===== src/rtl/hazard_ctrl_if.sv =====
// Hazard-control bundle between the pipeline datapath (master) and hazard_ctrl (slave).
// Inputs describe the instruction in ID plus EX/MEM status; outputs steer the pipeline registers.
interface hazard_ctrl_if #(parameter int CNT_W = 16) ();
  logic [4:0]       id_rs1;
  logic [4:0]       id_rs2;
  logic             id_re1;
  logic             id_re2;
  logic [4:0]       id_rd;
  logic             id_we;
  logic             id_load;
  logic             br_taken;
  logic             mem_busy;
  logic             stall_if;
  logic             stall_id;
  logic             flush_id;
  logic             bubble_ex;
  logic             freeze;
  logic [1:0]       fwd_a;
  logic [1:0]       fwd_b;
  logic [CNT_W-1:0] stall_cnt;

  modport master (
    output id_rs1, id_rs2, id_re1, id_re2, id_rd, id_we, id_load, br_taken, mem_busy,
    input  stall_if, stall_id, flush_id, bubble_ex, freeze, fwd_a, fwd_b, stall_cnt
  );

  modport slave (
    input  id_rs1, id_rs2, id_re1, id_re2, id_rd, id_we, id_load, br_taken, mem_busy,
    output stall_if, stall_id, flush_id, bubble_ex, freeze, fwd_a, fwd_b, stall_cnt
  );
endinterface


===== src/rtl/hazard_ctrl.sv =====
// Five-stage pipeline hazard unit: load-use stall, branch flush, memory freeze, EX operand forwarding.
// Control outputs are combinational; fwd_a/b are registered as the ID instruction advances into EX.
module hazard_ctrl #(
  parameter int CNT_W = 16
) (
  input logic          clk,
  input logic          rst,
  hazard_ctrl_if.slave hz
);

  logic [4:0]       ex_rd, mem_rd, wb_rd;
  logic             ex_we, ex_ld, mem_we, wb_we;
  logic [1:0]       fwd_a, fwd_b;
  logic [1:0]       fwd_a_nxt, fwd_b_nxt;
  logic [CNT_W-1:0] stall_cnt;
  logic             lu;
  logic             bubble_adv;

  // WB producers are covered by the write-first register file, so they select the regfile.
  function automatic logic [1:0] fwd_sel(
    input logic       re,
    input logic [4:0] rs,
    input logic [4:0] e_rd,  input logic e_we,
    input logic [4:0] m_rd,  input logic m_we,
    input logic [4:0] w_rd,  input logic w_we
  );
    logic [1:0] sel;
    sel = 2'b00;
    if (re && rs != 5'd0) begin
      if (e_we && rs == e_rd)      sel = 2'b01;
      else if (m_we && rs == m_rd) sel = 2'b10;
      else if (w_we && rs == w_rd) sel = 2'b00;
    end
    return sel;
  endfunction

  always_comb begin
    lu = !rst && ex_ld && ex_we && (ex_rd != 5'd0) &&
         ((hz.id_re1 && hz.id_rs1 == ex_rd) || (hz.id_re2 && hz.id_rs2 == ex_rd));
    bubble_adv = hz.br_taken || lu;

    fwd_a_nxt = fwd_sel(hz.id_re1, hz.id_rs1, ex_rd, ex_we, mem_rd, mem_we, wb_rd, wb_we);
    fwd_b_nxt = fwd_sel(hz.id_re2, hz.id_rs2, ex_rd, ex_we, mem_rd, mem_we, wb_rd, wb_we);

    hz.stall_if  = 1'b0;
    hz.stall_id  = 1'b0;
    hz.flush_id  = 1'b0;
    hz.bubble_ex = 1'b0;
    hz.freeze    = hz.mem_busy;
    if (hz.mem_busy) begin
      hz.stall_if = 1'b1;
      hz.stall_id = 1'b1;
    end else if (hz.br_taken) begin
      hz.flush_id  = 1'b1;
      hz.bubble_ex = 1'b1;
    end else if (lu) begin
      hz.stall_if  = 1'b1;
      hz.stall_id  = 1'b1;
      hz.bubble_ex = 1'b1;
    end
  end

  always_ff @(posedge clk) begin
    if (rst) begin
      ex_rd     <= 5'd0;
      ex_we     <= 1'b0;
      ex_ld     <= 1'b0;
      mem_rd    <= 5'd0;
      mem_we    <= 1'b0;
      wb_rd     <= 5'd0;
      wb_we     <= 1'b0;
      fwd_a     <= 2'b00;
      fwd_b     <= 2'b00;
      stall_cnt <= '0;
    end else if (!hz.mem_busy) begin
      wb_rd  <= mem_rd;
      wb_we  <= mem_we;
      mem_rd <= ex_rd;
      mem_we <= ex_we;
      if (bubble_adv) begin
        ex_rd <= 5'd0;
        ex_we <= 1'b0;
        ex_ld <= 1'b0;
        fwd_a <= 2'b00;
        fwd_b <= 2'b00;
      end else begin
        ex_rd <= hz.id_rd;
        ex_we <= hz.id_we;
        ex_ld <= hz.id_load;
        fwd_a <= fwd_a_nxt;
        fwd_b <= fwd_b_nxt;
      end
      // A branch squashes the stalled instruction, so only true load-use stalls are counted.
      if (lu && !hz.br_taken && stall_cnt != '1)
        stall_cnt <= stall_cnt + 1'b1;
    end
  end

  assign hz.fwd_a     = fwd_a;
  assign hz.fwd_b     = fwd_b;
  assign hz.stall_cnt = stall_cnt;

endmodule


===== src/flat_wrapper.sv =====
// flat-port wrapper written by rule: the top's interface ports become plain ports
module hazard_ctrl_flat 
#(
  parameter int CNT_W = 16
)
  (clk, rst, hz_id_rs1, hz_id_rs2, hz_id_re1, hz_id_re2, hz_id_rd, hz_id_we, hz_id_load, hz_br_taken, hz_mem_busy, hz_stall_if, hz_stall_id, hz_flush_id, hz_bubble_ex, hz_freeze, hz_fwd_a, hz_fwd_b, hz_stall_cnt);
  hazard_ctrl_if #(.CNT_W(CNT_W)) hz_i ();
  input logic clk;
  input logic rst;
  input wire logic [$bits(hz_i.id_rs1)-1:0] hz_id_rs1;
  input wire logic [$bits(hz_i.id_rs2)-1:0] hz_id_rs2;
  input wire logic [$bits(hz_i.id_re1)-1:0] hz_id_re1;
  input wire logic [$bits(hz_i.id_re2)-1:0] hz_id_re2;
  input wire logic [$bits(hz_i.id_rd)-1:0] hz_id_rd;
  input wire logic [$bits(hz_i.id_we)-1:0] hz_id_we;
  input wire logic [$bits(hz_i.id_load)-1:0] hz_id_load;
  input wire logic [$bits(hz_i.br_taken)-1:0] hz_br_taken;
  input wire logic [$bits(hz_i.mem_busy)-1:0] hz_mem_busy;
  output wire logic [$bits(hz_i.stall_if)-1:0] hz_stall_if;
  output wire logic [$bits(hz_i.stall_id)-1:0] hz_stall_id;
  output wire logic [$bits(hz_i.flush_id)-1:0] hz_flush_id;
  output wire logic [$bits(hz_i.bubble_ex)-1:0] hz_bubble_ex;
  output wire logic [$bits(hz_i.freeze)-1:0] hz_freeze;
  output wire logic [$bits(hz_i.fwd_a)-1:0] hz_fwd_a;
  output wire logic [$bits(hz_i.fwd_b)-1:0] hz_fwd_b;
  output wire logic [$bits(hz_i.stall_cnt)-1:0] hz_stall_cnt;
  assign hz_i.id_rs1 = hz_id_rs1;
  assign hz_i.id_rs2 = hz_id_rs2;
  assign hz_i.id_re1 = hz_id_re1;
  assign hz_i.id_re2 = hz_id_re2;
  assign hz_i.id_rd = hz_id_rd;
  assign hz_i.id_we = hz_id_we;
  assign hz_i.id_load = hz_id_load;
  assign hz_i.br_taken = hz_br_taken;
  assign hz_i.mem_busy = hz_mem_busy;
  assign hz_stall_if = hz_i.stall_if;
  assign hz_stall_id = hz_i.stall_id;
  assign hz_flush_id = hz_i.flush_id;
  assign hz_bubble_ex = hz_i.bubble_ex;
  assign hz_freeze = hz_i.freeze;
  assign hz_fwd_a = hz_i.fwd_a;
  assign hz_fwd_b = hz_i.fwd_b;
  assign hz_stall_cnt = hz_i.stall_cnt;
  hazard_ctrl #(.CNT_W(CNT_W)) u_core (.clk(clk), .rst(rst), .hz(hz_i));
endmodule

===== config.mk =====
export PLATFORM = sky130hd
export DESIGN_NAME = hazard_ctrl_flat
export DESIGN_NICKNAME = d
export VERILOG_FILES = /design/src/rtl/hazard_ctrl_if.sv /design/src/rtl/hazard_ctrl.sv /design/src/flat_wrapper.sv
export SDC_FILE = /design/constraint.sdc
export NUM_CORES = 1
export LEC_CHECK = 0
export ABC_CLOCK_PERIOD_IN_PS = 3200
export CORE_MARGIN = 5
export CORE_UTILIZATION = 50
export CTS_CLUSTER_SIZE = 16
export DETAILED_ROUTE_END_ITERATION = 12
export HOLD_SLACK_MARGIN = 0.06
export PLACE_DENSITY = 0.89
export SLEW_MARGIN = 20
export SYNTH_ARGS = -nofsm -noshare
export SYNTH_HDL_FRONTEND = slang
export SYNTH_SLANG_ARGS = --single-unit

===== constraint.sdc =====
create_clock -name clk -period 3.2 [get_ports clk]
set_clock_uncertainty 0.1 [all_clocks]
set_input_delay 0.48 -clock clk [delete_from_list [all_inputs] [get_ports clk]]
set_output_delay 0.48 -clock clk [all_outputs]
set_load 0.01 [all_outputs]

# ---- After elaboration in Yosys (flattened, before gate mapping)
# Cells that the tools add are included.
dict set report op_classes {
  add_sub_neg 1
  n_eq_ne 5
  mux 18
  n_bitwise 1
  n_reduce_logical 22
}
# operator n
set op_table {}
lappend op_table {{5-bit == test} 4}
lappend op_table {{16-bit by 1-bit adder with 16-bit output (second input constant)} 1}
lappend op_table {{2-bit 2-to-1 mux} 8}
lappend op_table {{16-bit != test (second input constant)} 1}
lappend op_table {{5-bit nonzero test} 3}
lappend op_table {{1-bit logical AND} 14}
lappend op_table {{1-bit 2-to-1 mux} 9}
lappend op_table {{5-bit 2-to-1 mux} 1}
lappend op_table {{1-bit zero test} 2}
lappend op_table {{1-bit logical OR} 2}
lappend op_table {{2-bit AND reduction} 1}
lappend op_table {{1-bit inverter} 1}
dict set report word_totals {
  regBits 33
  in_bits 23
  output_inout_bits 25
  elab_cells 55
}

# ---- Logic depth before layout (Yosys ltp)
dict set report depth {
  word_depth 8
  mapped_depth 8
}

# ---- Worst setup path before layout
# No wires, ideal clock.
dict set report synth_timing {
  path_kind {input to output}
  startpoint {in hz_id_rs2[0]}
  endpoint {out hz_stall_if}
  t_arrival_ps 2002
  t_required_ps 2620
  setup_slack_ps 618
  stages 8
  n_path_buf 3
  path_cell_list {xnor2_1 > nand3_1 > o22a_1 > buf_2 > a2111o_1 > buf_4 > o21bai_1 > buf_4}
}
dict set report synth_between {
  elab_chain_len 7
}
# item line_no
set synth_rtl {}
lappend synth_rtl {{start: declaration} flat_wrapper.sv:11} ;# input wire logic [$bits(hz_i.id_rs2)-1:0] hz_id_rs2;
lappend synth_rtl {{5-bit == test} hazard_ctrl.sv:39} ;# ((hz.id_re1 && hz.id_rs1 == ex_rd) || (hz.id_re2 && hz.id_rs2 == ex_rd));
lappend synth_rtl {{1-bit logical AND} hazard_ctrl.sv:39}
lappend synth_rtl {{1-bit logical OR} hazard_ctrl.sv:39}
lappend synth_rtl {{1-bit logical AND} hazard_ctrl.sv:38} ;# lu = !rst && ex_ld && ex_we && (ex_rd != 5'd0) &&
lappend synth_rtl {{1-bit 2-to-1 mux (3 in a row)} -}
lappend synth_rtl {{end: declaration} flat_wrapper.sv:19} ;# output wire logic [$bits(hz_i.stall_if)-1:0] hz_stall_if;
# No other way between the ends.

# ---- Worst setup path after layout
dict set report layout_timing {
  startpoint {in hz_id_rs1[1]}
  endpoint {out hz_stall_id}
}
dict set report layout_between {
  elab_chain_len 7
}
# item line_no
set layout_rtl {}
lappend layout_rtl {{start: declaration} flat_wrapper.sv:10} ;# input wire logic [$bits(hz_i.id_rs1)-1:0] hz_id_rs1;
lappend layout_rtl {{5-bit == test} hazard_ctrl.sv:39}
lappend layout_rtl {{1-bit logical AND} hazard_ctrl.sv:39}
lappend layout_rtl {{1-bit logical OR} hazard_ctrl.sv:39}
lappend layout_rtl {{1-bit logical AND} hazard_ctrl.sv:38}
lappend layout_rtl {{1-bit 2-to-1 mux} hazard_ctrl.sv:56} ;# end else if (lu) begin
lappend layout_rtl {{1-bit 2-to-1 mux} hazard_ctrl.sv:53} ;# end else if (hz.br_taken) begin
lappend layout_rtl {{1-bit 2-to-1 mux} hazard_ctrl.sv:50} ;# if (hz.mem_busy) begin
lappend layout_rtl {{end: declaration} flat_wrapper.sv:20} ;# output wire logic [$bits(hz_i.stall_id)-1:0] hz_stall_id;
# No other way between the ends.

==> summary.txt <==
Nature of the critical path endpoint -> output port
Crit-path slowest cell -> clkdlybuf4s50_1
GRT met1 Usage -> 0.275
Worst Path Arrival -> 2.34 ns
Compound-Gate Fraction of Synth Area -> 0.166
Yosys reg bits -> 33
Clock share of power -> 0.371
DR DRC count -> 0
Slew headroom -> 0.534
CP delay by family, top -> buffers and inverters
Worst setup path startpoint -> hz_id_rs1[1]
Cell leakage power -> 0.869 nW
Area delta synth->final -> 35.9%
Status -> completed
Post-cts hold buffer count -> 0
Post-synthesis mux area share -> 0.0570
Fill count -> 297
FMAX -> 0.342 GHz
XOR/XNOR Fraction of Synth Area -> 0.0962
Chip width -> 70.3 µm
Slowest cell delay on critical path -> 0.54 ns
IO buf count -> 47
Register area -> 661 µm²
Sequential share of power -> 0.503
Initial Util -> 0.505
Slew @ Worst Pin -> 0.698 ns
Slew Limit Fails -> 0
CTS buffer count -> 5
Max Root-Sink Buffers -> 2
Mapped Area -> 0.00182 mm²
Num ports -> 48
First-pass GRT wire length -> 8240 µm
Share of cells above drive strength 1 -> 0.103
Antenna diodes -> 0
Total power draw -> 0.844 mW
Avg Cell Area, Syn -> 8.79 µm²
GRT Max-Usage Layer -> met2
Internal -> 0.646 mW
Register area share after synthesis -> 0.363
Root Buffer -> clkbuf_8
Combinational family with the most area after synthesis -> simple AND/OR/NAND/NOR gates
Psw -> 0.198 mW
Adder-Cell Fraction of Synth Area -> 0.00687
Pwr dens -> 341 mW/mm²
Endpoints failing setup -> 0
Drt wl/cell -> 15.6 µm
Critical path data required time -> 2.62 ns
Setup TNS -> 0 ns
Worst path buffer plus inverter count -> 2
Number of synthesized flops with an enable pin -> 0
Final non-filler cell total -> 309
Initial antenna violation count -> 0
Cells after Synth -> 207
Tightest Hold Check Type -> reg -> reg
CTS HTree Levels -> 2
Sink Count -> 33
Largest net degree at the start of global routing -> 29
Hold Fails Final Rpt -> 0
Most frequent cells in the layout -> clkdlybuf4s50_1, dfxtp_1, nor2_1
Cell variety after synth -> 40
Asr flop ratio synth -> 0
Switching power share of the total -> 0.234
RSZ-0062 raised after global routing -> no
Row Count -> 22
Ys flop type -> dfxtp_1
Reg-to-reg startpoint -> u_core.ex_rd[1]$_SDFFE_PP0N_
Total core area -> 0.00361 mm²
# Post-CTS Setup Buffers -> 0
DRT antenna net count -> 0
Overflow after GRT -> 0
Vias -> 1856
Nets -> 285
Met2 usage -> 0.296
Most common cell after layout, fill and taps aside -> clkdlybuf4s50_1
DR vias/cell -> 6.01
Max_cap viols -> 0
Combinational power share -> 0.126
Tcrit/Tclk final -> 0.914
GPL Wtd Cong -> 0.887
Final critical-path required period -> 2.92 ns
1st-iter DRT viols -> 184
Syn Nets -> 231
Number of global-route vias before repair -> 1719
GR Util All Layers -> 0.204
DP HPWL -> 3480 µm
Crit Path Class -> in -> out
R2R Setup Slk -> 1.12 ns
Worst hold margin -> 0.369 ns
Die Ht -> 70.3 µm
Post-Route WL -> 4820 µm
GRT met3 Usage -> 0.0662
Hold path start -> u_core.hz.fwd_b[0]$_SDFFE_PP0N_
Peak supply drop -> 0.206 mV
Worst-path maximum fanout -> 3
Footprint of the multi-input gates -> 0.00109 mm²
Cell count after placement -> 302
Startpoint Class -> primary input
Post-synthesis simple-gate area fraction -> 0.267
Die footprint -> 0.00495 mm²
DRT Pass-1 Iters -> 4
Worst-path clk slew -> 0.06 ns
Worst skew pair latency -> 0.28 ns
CTS tree -> yes
Critical path, cell by cell -> clkdlybuf4s50_1 > xnor2_1 > nand3_1 > o22a_1 > a2111o_1 > o21bai_1 > dlygate4sd2_1
Yosys Warn Count -> 0
-- power groups by stage --
stage               sequential (mW)  combinational, mW  clock (mW)
finish                        0.424              0.106       0.313
global placement              0.433              0.100           0
detailed placement            0.433              0.103           0
global route                  0.424              0.115       0.336
CTS                           0.424              0.106       0.322
floorplan                     0.430             0.0506           0
-- timing repair --
item	4_1_cts	5_1_grt
setup endpoints to repair	2	2
cloned	0	0
resized for setup	3	2
-- cell families (layout without fill, tap and decap cells) --
group                    after synthesis  after routing
XOR/XNOR                              20             20
AND/OR/NAND/NOR                       87             87
AO/OA/AOI/OAI                         42             42
buffers and inverters                 14             68
multiplexers                          10             10
adder cells (fa/ha/maj)                1              1
flip-flops                            33             33
-- registers in the layout (all words and copies together), names as in the netlist --
signal	flops
u_core.hz.stall_cnt	16
u_core.ex_rd	5
u_core.hz.fwd_a	2
u_core.ex_we	1
u_core.ex_ld	1
u_core.mem_rd	5
u_core.mem_we	1
u_core.hz.fwd_b	2
-- worst register-to-register path, stage by stage (launching register included) --
cell     delay, ns
dfxtp_1       0.48
xnor2_1       0.18
nand3_1       0.13
o22a_1        0.23
buf_4         0.22
or4_1         0.52
a21oi_1       0.15
-- cell type report --
| cell class | count | area share |
|---|---|---|
| well taps | 48 | 0.0243 |
| inverters | 2 | 0.00303 |
| multi-input cells | 160 | 0.443 |
| repair buffers | 59 | 0.228 |
| flip-flops and latches | 33 | 0.267 |
| clock buffers | 7 | 0.0349 |
-- synthesized netlist by cell type, drive strengths merged, types with 6 or more instances --
master  instances  area [µm²]
dfxtp          33         661
nand3          13        65.1
a32o           11         110
o21ai           9        45.0
buf             7        53.8
nand2           9        36.3
mux2i           7        70.1
nor3            7        35.0
nand4          10        62.6
a21oi          13        65.1
xnor2          14         123
nor2           15        56.3
xor2            6        52.6
or3             9        61.3
-- final timing paths --
path / endpoint / depth (start not counted)
worst min-delay path: u_core.hz.fwd_b[0]$_SDFFE_PP0N_ / 1
worst max register to register: u_core.hz.stall_cnt[14]$_SDFFE_PP0P_ / 6
worst max-delay path: hz_stall_id / 7
worst min register to register: u_core.hz.fwd_b[0]$_SDFFE_PP0N_ / 1
-- metrics by stage --
step                setup slack [ns]  instance area [µm²]   util
finish                         0.275                 2470  0.686
global route                   0.141                 2470  0.686
CTS                          0.00484                 2470  0.685
detailed placement            0.0166                 2370  0.657
global placement              0.0730                 2370  0.657
floorplan                      0.618                 1820      -
-- metal layers --
layer	vias up	wire length (µm)
li1	891	-
met2	73	2220
met5	-	0
met3	15	395
met4	0	109
met1	877	2090
Power figures use the tool's default switching activity.
